### src/rtl/pixel_uart_tx.sv
// Serializes 24-bit RGB pixels as three back-to-back 8N1 UART frames (red, green, blue).
// Pixels enter through a valid/ready handshake and are shadowed for the whole frame.
module pixel_uart_tx #(
  parameter int CLK_FREQ  = 100_000_000,
  parameter int BAUD_RATE = 115200
) (
  input  logic        clk,
  input  logic        rst,
  input  logic [23:0] pixel_in,
  input  logic        pixel_valid,
  output logic        pixel_ready,
  output logic        tx,
  output logic        busy,
  output logic        pixel_sent
);

  localparam int BAUD_DIV = CLK_FREQ / BAUD_RATE;
  localparam int CW = (BAUD_DIV < 2) ? 1 : $clog2(BAUD_DIV);
  localparam logic [CW-1:0] BAUD_LAST = CW'(BAUD_DIV - 1);

  if (BAUD_DIV < 2) begin : g_bad_baud_div
    $error("pixel_uart_tx: CLK_FREQ/BAUD_RATE must be at least 2");
  end

  // Handshake: a pixel transfers on a rising edge where pixel_valid && pixel_ready.
  // pixel_ready is high only in IDLE; pixel_valid/pixel_in are ignored elsewhere.
  typedef enum logic [1:0] {IDLE, START, DATA, STOP} state_t;

  state_t        state;
  logic [CW-1:0] baud_cnt;
  logic [2:0]    bit_idx;
  logic [1:0]    byte_idx;
  logic [23:0]   shadow;
  logic [7:0]    cur_byte;
  logic          baud_done;

  always_comb begin
    cur_byte = shadow[23:16];
    case (byte_idx)
      2'd0:    cur_byte = shadow[7:0];
      2'd1:    cur_byte = shadow[15:8];
      default: cur_byte = shadow[23:16];
    endcase
  end

  assign baud_done   = (baud_cnt == BAUD_LAST);
  assign pixel_ready = (state == IDLE);
  assign busy        = (state != IDLE);

  // tx is loaded one bit ahead so the line changes on the same edge as the state.
  always_ff @(posedge clk or posedge rst) begin
    if (rst) begin
      state      <= IDLE;
      tx         <= 1'b1;
      pixel_sent <= 1'b0;
      baud_cnt   <= '0;
      bit_idx    <= '0;
      byte_idx   <= '0;
      shadow     <= '0;
    end else begin
      pixel_sent <= 1'b0;
      case (state)
        IDLE: begin
          baud_cnt <= '0;
          tx       <= 1'b1;
          if (pixel_valid) begin
            shadow   <= pixel_in;
            byte_idx <= 2'd0;
            tx       <= 1'b0;
            state    <= START;
          end
        end
        START: begin
          if (baud_done) begin
            baud_cnt <= '0;
            bit_idx  <= 3'd0;
            tx       <= cur_byte[0];
            state    <= DATA;
          end else begin
            baud_cnt <= baud_cnt + 1'b1;
          end
        end
        DATA: begin
          if (baud_done) begin
            baud_cnt <= '0;
            if (bit_idx == 3'd7) begin
              tx    <= 1'b1;
              state <= STOP;
            end else begin
              bit_idx <= bit_idx + 3'd1;
              tx      <= cur_byte[bit_idx + 3'd1];
            end
          end else begin
            baud_cnt <= baud_cnt + 1'b1;
          end
        end
        STOP: begin
          if (baud_done) begin
            baud_cnt <= '0;
            if (byte_idx == 2'd2) begin
              pixel_sent <= 1'b1;
              state      <= IDLE;
            end else begin
              // Next byte starts immediately: no idle gap inside a pixel.
              byte_idx <= byte_idx + 2'd1;
              tx       <= 1'b0;
              state    <= START;
            end
          end else begin
            baud_cnt <= baud_cnt + 1'b1;
          end
        end
        default: begin
          state <= IDLE;
          tx    <= 1'b1;
        end
      endcase
    end
  end

endmodule

### config.mk
export PLATFORM = sky130hd
export DESIGN_NAME = pixel_uart_tx
export DESIGN_NICKNAME = d
export VERILOG_FILES = /design/src/rtl/pixel_uart_tx.sv
export SDC_FILE = /design/constraint.sdc
export NUM_CORES = 1
export LEC_CHECK = 0
export ABC_AREA = 0
export CAP_MARGIN = 20
export CORE_MARGIN = 2
export CORE_UTILIZATION = 61
export CTS_BUF_LIST = sky130_fd_sc_hd__clkbuf_4
export CTS_CLUSTER_DIAMETER = 150
export DETAILED_ROUTE_END_ITERATION = 10
export MAX_ROUTING_LAYER = met4
export PLACE_DENSITY = 0.88
export SLEW_MARGIN = 20
export SYNTH_ARGS = -nofsm -noshare
export SYNTH_HDL_FRONTEND = slang
export SYNTH_SLANG_ARGS = --single-unit
### constraint.sdc
create_clock -name clk -period 5.3 [get_ports clk]
set_input_delay 1.59 -clock clk [delete_from_list [all_inputs] [get_ports clk]]
set_output_delay 1.59 -clock clk [all_outputs]
set_load 0.01 [all_outputs]
# Yosys cells after proc, flatten, opt, wreduce, memory -nomap -nowiden

Index checks and enable logic that the tools add are counted.

Flip-flop bits (word level): 43
Bits of input ports: 27
Output and inout bits: 4
Logic and storage cells: 66

$add $sub $neg: 3
$lt $le $gt $ge: 1
Equal/unequal tests: 14
Muxes and demuxes: 30
Reductions and logical operators: 11

Operators by type and width:

| kind                                                                  | number |
|---|---|
| 10-bit case mux with 2 select lines                                   | 1 |
| 2-bit two-way mux                                                     | 8 |
| 8-bit case mux with 2 select lines                                    | 1 |
| 2-bit != test, second input constant                                  | 7 |
| 4-bit AND reduction                                                   | 3 |
| 1-bit two-way mux                                                     | 11 |
| 10-bit by 1-bit adder with 10-bit output, second input constant       | 1 |
| 10-bit equality test, second input constant                           | 1 |
| 10-bit two-way mux                                                    | 1 |
| 3-bit two-way mux                                                     | 3 |
| 2-bit case mux with 4 select lines                                    | 1 |
| 2-bit equality test, second input constant                            | 3 |
| 3-bit case mux with 2 select lines                                    | 1 |
| 2-bit nonzero test                                                    | 3 |
| 5-bit AND reduction                                                   | 1 |
| 2-bit by 1-bit equality test with 1-bit output, second input constant | 2 |
| 2-bit logical NOT                                                     | 2 |
| 3-bit by 4-bit < comparator with 1-bit output, second input constant  | 1 |
| 1-bit case mux with 4 select lines                                    | 1 |
| 2-bit case mux with 2 select lines                                    | 1 |
| 3-bit by 1-bit adder with 3-bit output, second input constant         | 1 |
| 1-bit binary-select mux with 3-bit select                             | 1 |
| 3-bit equality test, second input constant                            | 1 |
| 3-bit OR reduction                                                    | 1 |
| 2 further kinds                                                       | 2 |

# Depth between registers and ports, before layout

Depth after elaboration: 7
Depth in mapped cells: 8
Gate-level depth less buffers: 7

# Worst setup path after synthesis

OpenSTA, ideal clock, no wires.

Kind: input -> register
Start point: in pixel_valid
End point: reg shadow[10]
Arrival time: 2.478 ns
Data required time: 5.175 ns
Slack: 2.697 ns
Stages: 3
Path buffers: 1
Path through: nand2_1 clkbuf_1 mux2_2

Longest elaborated chain between the ends: 1

RTL lines:

| what                                 | RTL line | RTL |
|---|---|---|
| from (decl)                          | 10       | `input logic pixel_valid,` |
| 2-bit AND reduction (no source line) | --       |  |
| to (signal assigned)                 | 67       | `shadow <= pixel_in;` |
| to (decl)                            | 33       | `logic [23:0] shadow;` |

Every way passes these cells.
A chain may end at the register's enable or synchronous reset.

# Final worst setup path

Start point: reg state[0]
End point: out busy

Longest elaborated chain between the ends: 1

RTL lines:

| what                   | RTL line | RTL |
|---|---|---|
| from (decl)            | 29       | `state_t state;` |
| from (signal assigned) | 53       | `state <= IDLE;` |
| from (signal assigned) | 70       | `state <= START;` |
| from (signal assigned) | 78       | `state <= DATA;` |
| 2-bit nonzero test     | 48       | `assign busy = (state != IDLE);` |
| to (decl)              | 13       | `output logic busy,` |

Every way passes these cells.

==> results.md <==
* Post-synthesis cell count at 188
* Synth cell types at 42
* Post-Syn Nets at ~230
* Worst R2R Setup Slack at about 2.8 ns
* Worst flop-to-flop path startpoint: bit_idx[0]$_DFFE_PP0P_
* FFs w/ async S/R, synth at 100%
* Initial DRC Count at between 70 and 80
* Total grt overflow at 0
* Crit-path max FO at 11
* CTS Buf Count at 5
* Length of the first detailed-routing pass in iterations at 4
* Post-CTS sizing at 0
* Hold WS at slightly above 0.5 ns
* Port Buf Inserts at 30
* Hold Path Depth at 1
* Worst skew pair latency at between 0.3 and 0.4 ns
* Synth cell count leaders: dfrtp_1 (42), mux2_2 (28), nor2_1 (14), ha_1 (10), inv_1 (9)
* Die width at 64.2 µm
* Drc violations at 0
* GRT Total Usage at 25.9%
* RSZ-0062 raised after global routing: no
* Die area at a little over 4000 µm²
* Final period demand of the worst path at approximately 3.6 ns
* I/O pin count at 31
* HP Class: reg2reg
* Gpl congestion at 0.869
* Initial antenna violation count at 0
* Post-synth top area share at between 40% and 50%
* Clk buf depth at 2
* Endpoints failing setup at 0
* Reg clk slew, reported paths at ~0.13 ns
* Fraction of layout cells with a size suffix above 1 at around a fifth
* EDFF count, synth at 0
* Ys flop type: dfrtp_1
* R2R Path End: state[0]$_DFFE_PP0P_
* Detail Placement HPWL at 3310 µm
* First-pass GRT wire length at 8000 µm
* CTS tree: built
* Die Span Y at between 60 and 70 µm
* Post-DRT Antenna Nets at 0
* Worst slack, placed at just under 2 ns
* Crit share post-route at between 60 and 70%
* Area of the core at 3420 µm²
* Crit. End Element: primary output
* Area leader, netlist: dfrtp_1
* Layout fillers at 227
* Warnings from Yosys at 0
* Max Slew Vio Count at 0
* CP startpoint kind: flop
* Maximum VDD drop at roughly 0.3 mV
* Arrival @ worst endpoint at slightly below 2 ns
* Root buffer cell: clkbuf_4
* Outcome: completed
* Post-synthesis sequential area ratio at 48.8%
* Clock sinks at 43
* Final net count at roughly 250
* Vias/cell at 6.08
* Fin. Hold Viols at 0
* Post-Syn Area at 2210 µm²
* Post-Route Utilization at 76.8%
* Fmax at about 0.28 GHz
* # H-tree levels at 2
* Max transition margin at between 30% and 40%
* ANT cells at 0
* Vias in the first global route at 1729
* Worst hold start: baud_cnt[0]$_DFF_PP0_
* Post-DP Area at approximately 2500 µm²
* MaxCap Viol Count at 0
* FF-to-FF path depth at 7
* Non-filler instance count after layout at about 260
* Slew @ Worst Pin at 1.01 ns
* Clock skew at about 0.0072 ns
* Setup CP Type: reg2out
* Count leader, synth: dfrtp_1
* Std-Cell Rows at 21
* Design area at 2620 µm²
* Req. time, crit path at approximately 3.7 ns
* Synth Area per Inst at 11.7 µm²
* Pwr Total at approximately 1.2 mW
* Postcts setup bufs at 0
* Post-CTS Hold Buffers at 0
* Final worst slack at ~1.7 ns
* P&R area growth vs syn at 18.9%
* Pwr/cell area at 465 nW/µm²
* Post-Route WL at between 4000 and 5000 µm
* Synthesized flop and latch total at between 40 and 50
* Routed len/inst at 17.2 µm
* DR vias at about 1600
* Setup_tns at 0 ns
* Initial core utilization at approximately 65%
* Largest net degree at the start of global routing at 44
* Placed cells at around 260
* LEAKAGE at 1.14 nW
* WHS Endpoint: baud_cnt[0]$_DFF_PP0_
* Area contributors post-synth: dfrtp_1 (48%), mux2_2 (14%), ha_1 (5.7%), a22o_1 (2.8%), nor2_1 (2.4%)
-- flip-flops by register name, summed over array words and instances, names as in the netlist --
| signal | count |
|---|---|
| state | 2 |
| byte_idx | 2 |
| tx | 1 |
| shadow | 24 |
| pixel_sent | 1 |
| bit_idx | 3 |
| baud_cnt | 10 |
-- how the worst max path moves through the flow --
stage                         start                      to  slack, ns
2_1_floorplan           pixel_valid  shadow[10]$_DFFE_PP0P_       2.70
3_3_place_gp            pixel_valid  shadow[12]$_DFFE_PP0P_       2.03
3_5_place_dp            pixel_valid  shadow[14]$_DFFE_PP0P_       1.96
4_1_cts        state[0]$_DFFE_PP0P_                    busy       1.73
5_1_grt        state[0]$_DFFE_PP0P_                    busy       1.61
6_report       state[0]$_DFFE_PP0P_                    busy       1.73
-- layer usage --
layer | part of all wire [%] | vias up | GRT usage, %
met4 | 1.5 | 0 | 10.6
met3 | 4.7 | 9 | 4.23
met1 | 42 | 799 | 32.1
li1 | - | 742 | -
met5 | 0 | - | -
met2 | 51 | 55 | 42.7
-- power by group --
part / internal, mW / switching, mW / leakage (nW)
Clock: 0.147 / 0.108 / 0.0514
Sequential: 0.450 / 0.0823 / 0.537
Combinational: 0.238 / 0.196 / 0.548
Total: 0.835 / 0.386 / 1.14
-- worst max-delay path, cell delays in order, from the launching register on --
cell	delay, ns
dfrtp_1	0.46
inv_1	0.11
ha_1	0.41
inv_1	0.14
clkdlybuf4s50_1	0.51
-- cell usage in the layout (no fill, tap or decap), drive strengths merged, types with 3 or more instances in the layout --
| cell type | n |
|---|---|
| a21oi | 3 |
| a221oi | 6 |
| a22o | 7 |
| and3 | 3 |
| clkbuf | 5 |
| clkdlybuf4s50 | 30 |
| dfrtp | 42 |
| ha | 10 |
| inv | 9 |
| mux2 | 28 |
| nand2 | 7 |
| nand3 | 5 |
| nor2 | 15 |
| nor3 | 4 |
| o21ai | 5 |
| o31ai | 4 |
| xnor2 | 6 |
-- cell families (layout without fill, tap and decap cells) --
kind of cell,after synthesis,in the layout,synth area share [%]
AOI/OAI and AO/OA,38,38,13.6
xor gates and xnor gates,8,8,3.17
adders and majority gates,10,10,5.67
buffers and inverters,18,48,3.97
DFF,43,43,48.8
muxes,30,30,15.2
and+or+nand+nor,41,41,9.58
-- final cells by class --
type / instances / area, µm² / share of cell area [%]
Timing Repair Buffer: 31 / 308 / 11.7
Inverter: 9 / 33.8 / 1.29
Multi-Input combinational cell: 127 / 1040 / 39.7
Sequential cell: 43 / 1080 / 41.1
Clock buffer: 5 / 37.5 / 1.43
Tap cell: 46 / 57.6 / 2.19
Clock inverter: 3 / 67.6 / 2.58
Note: power is estimated with default switching activity, not from simulation.
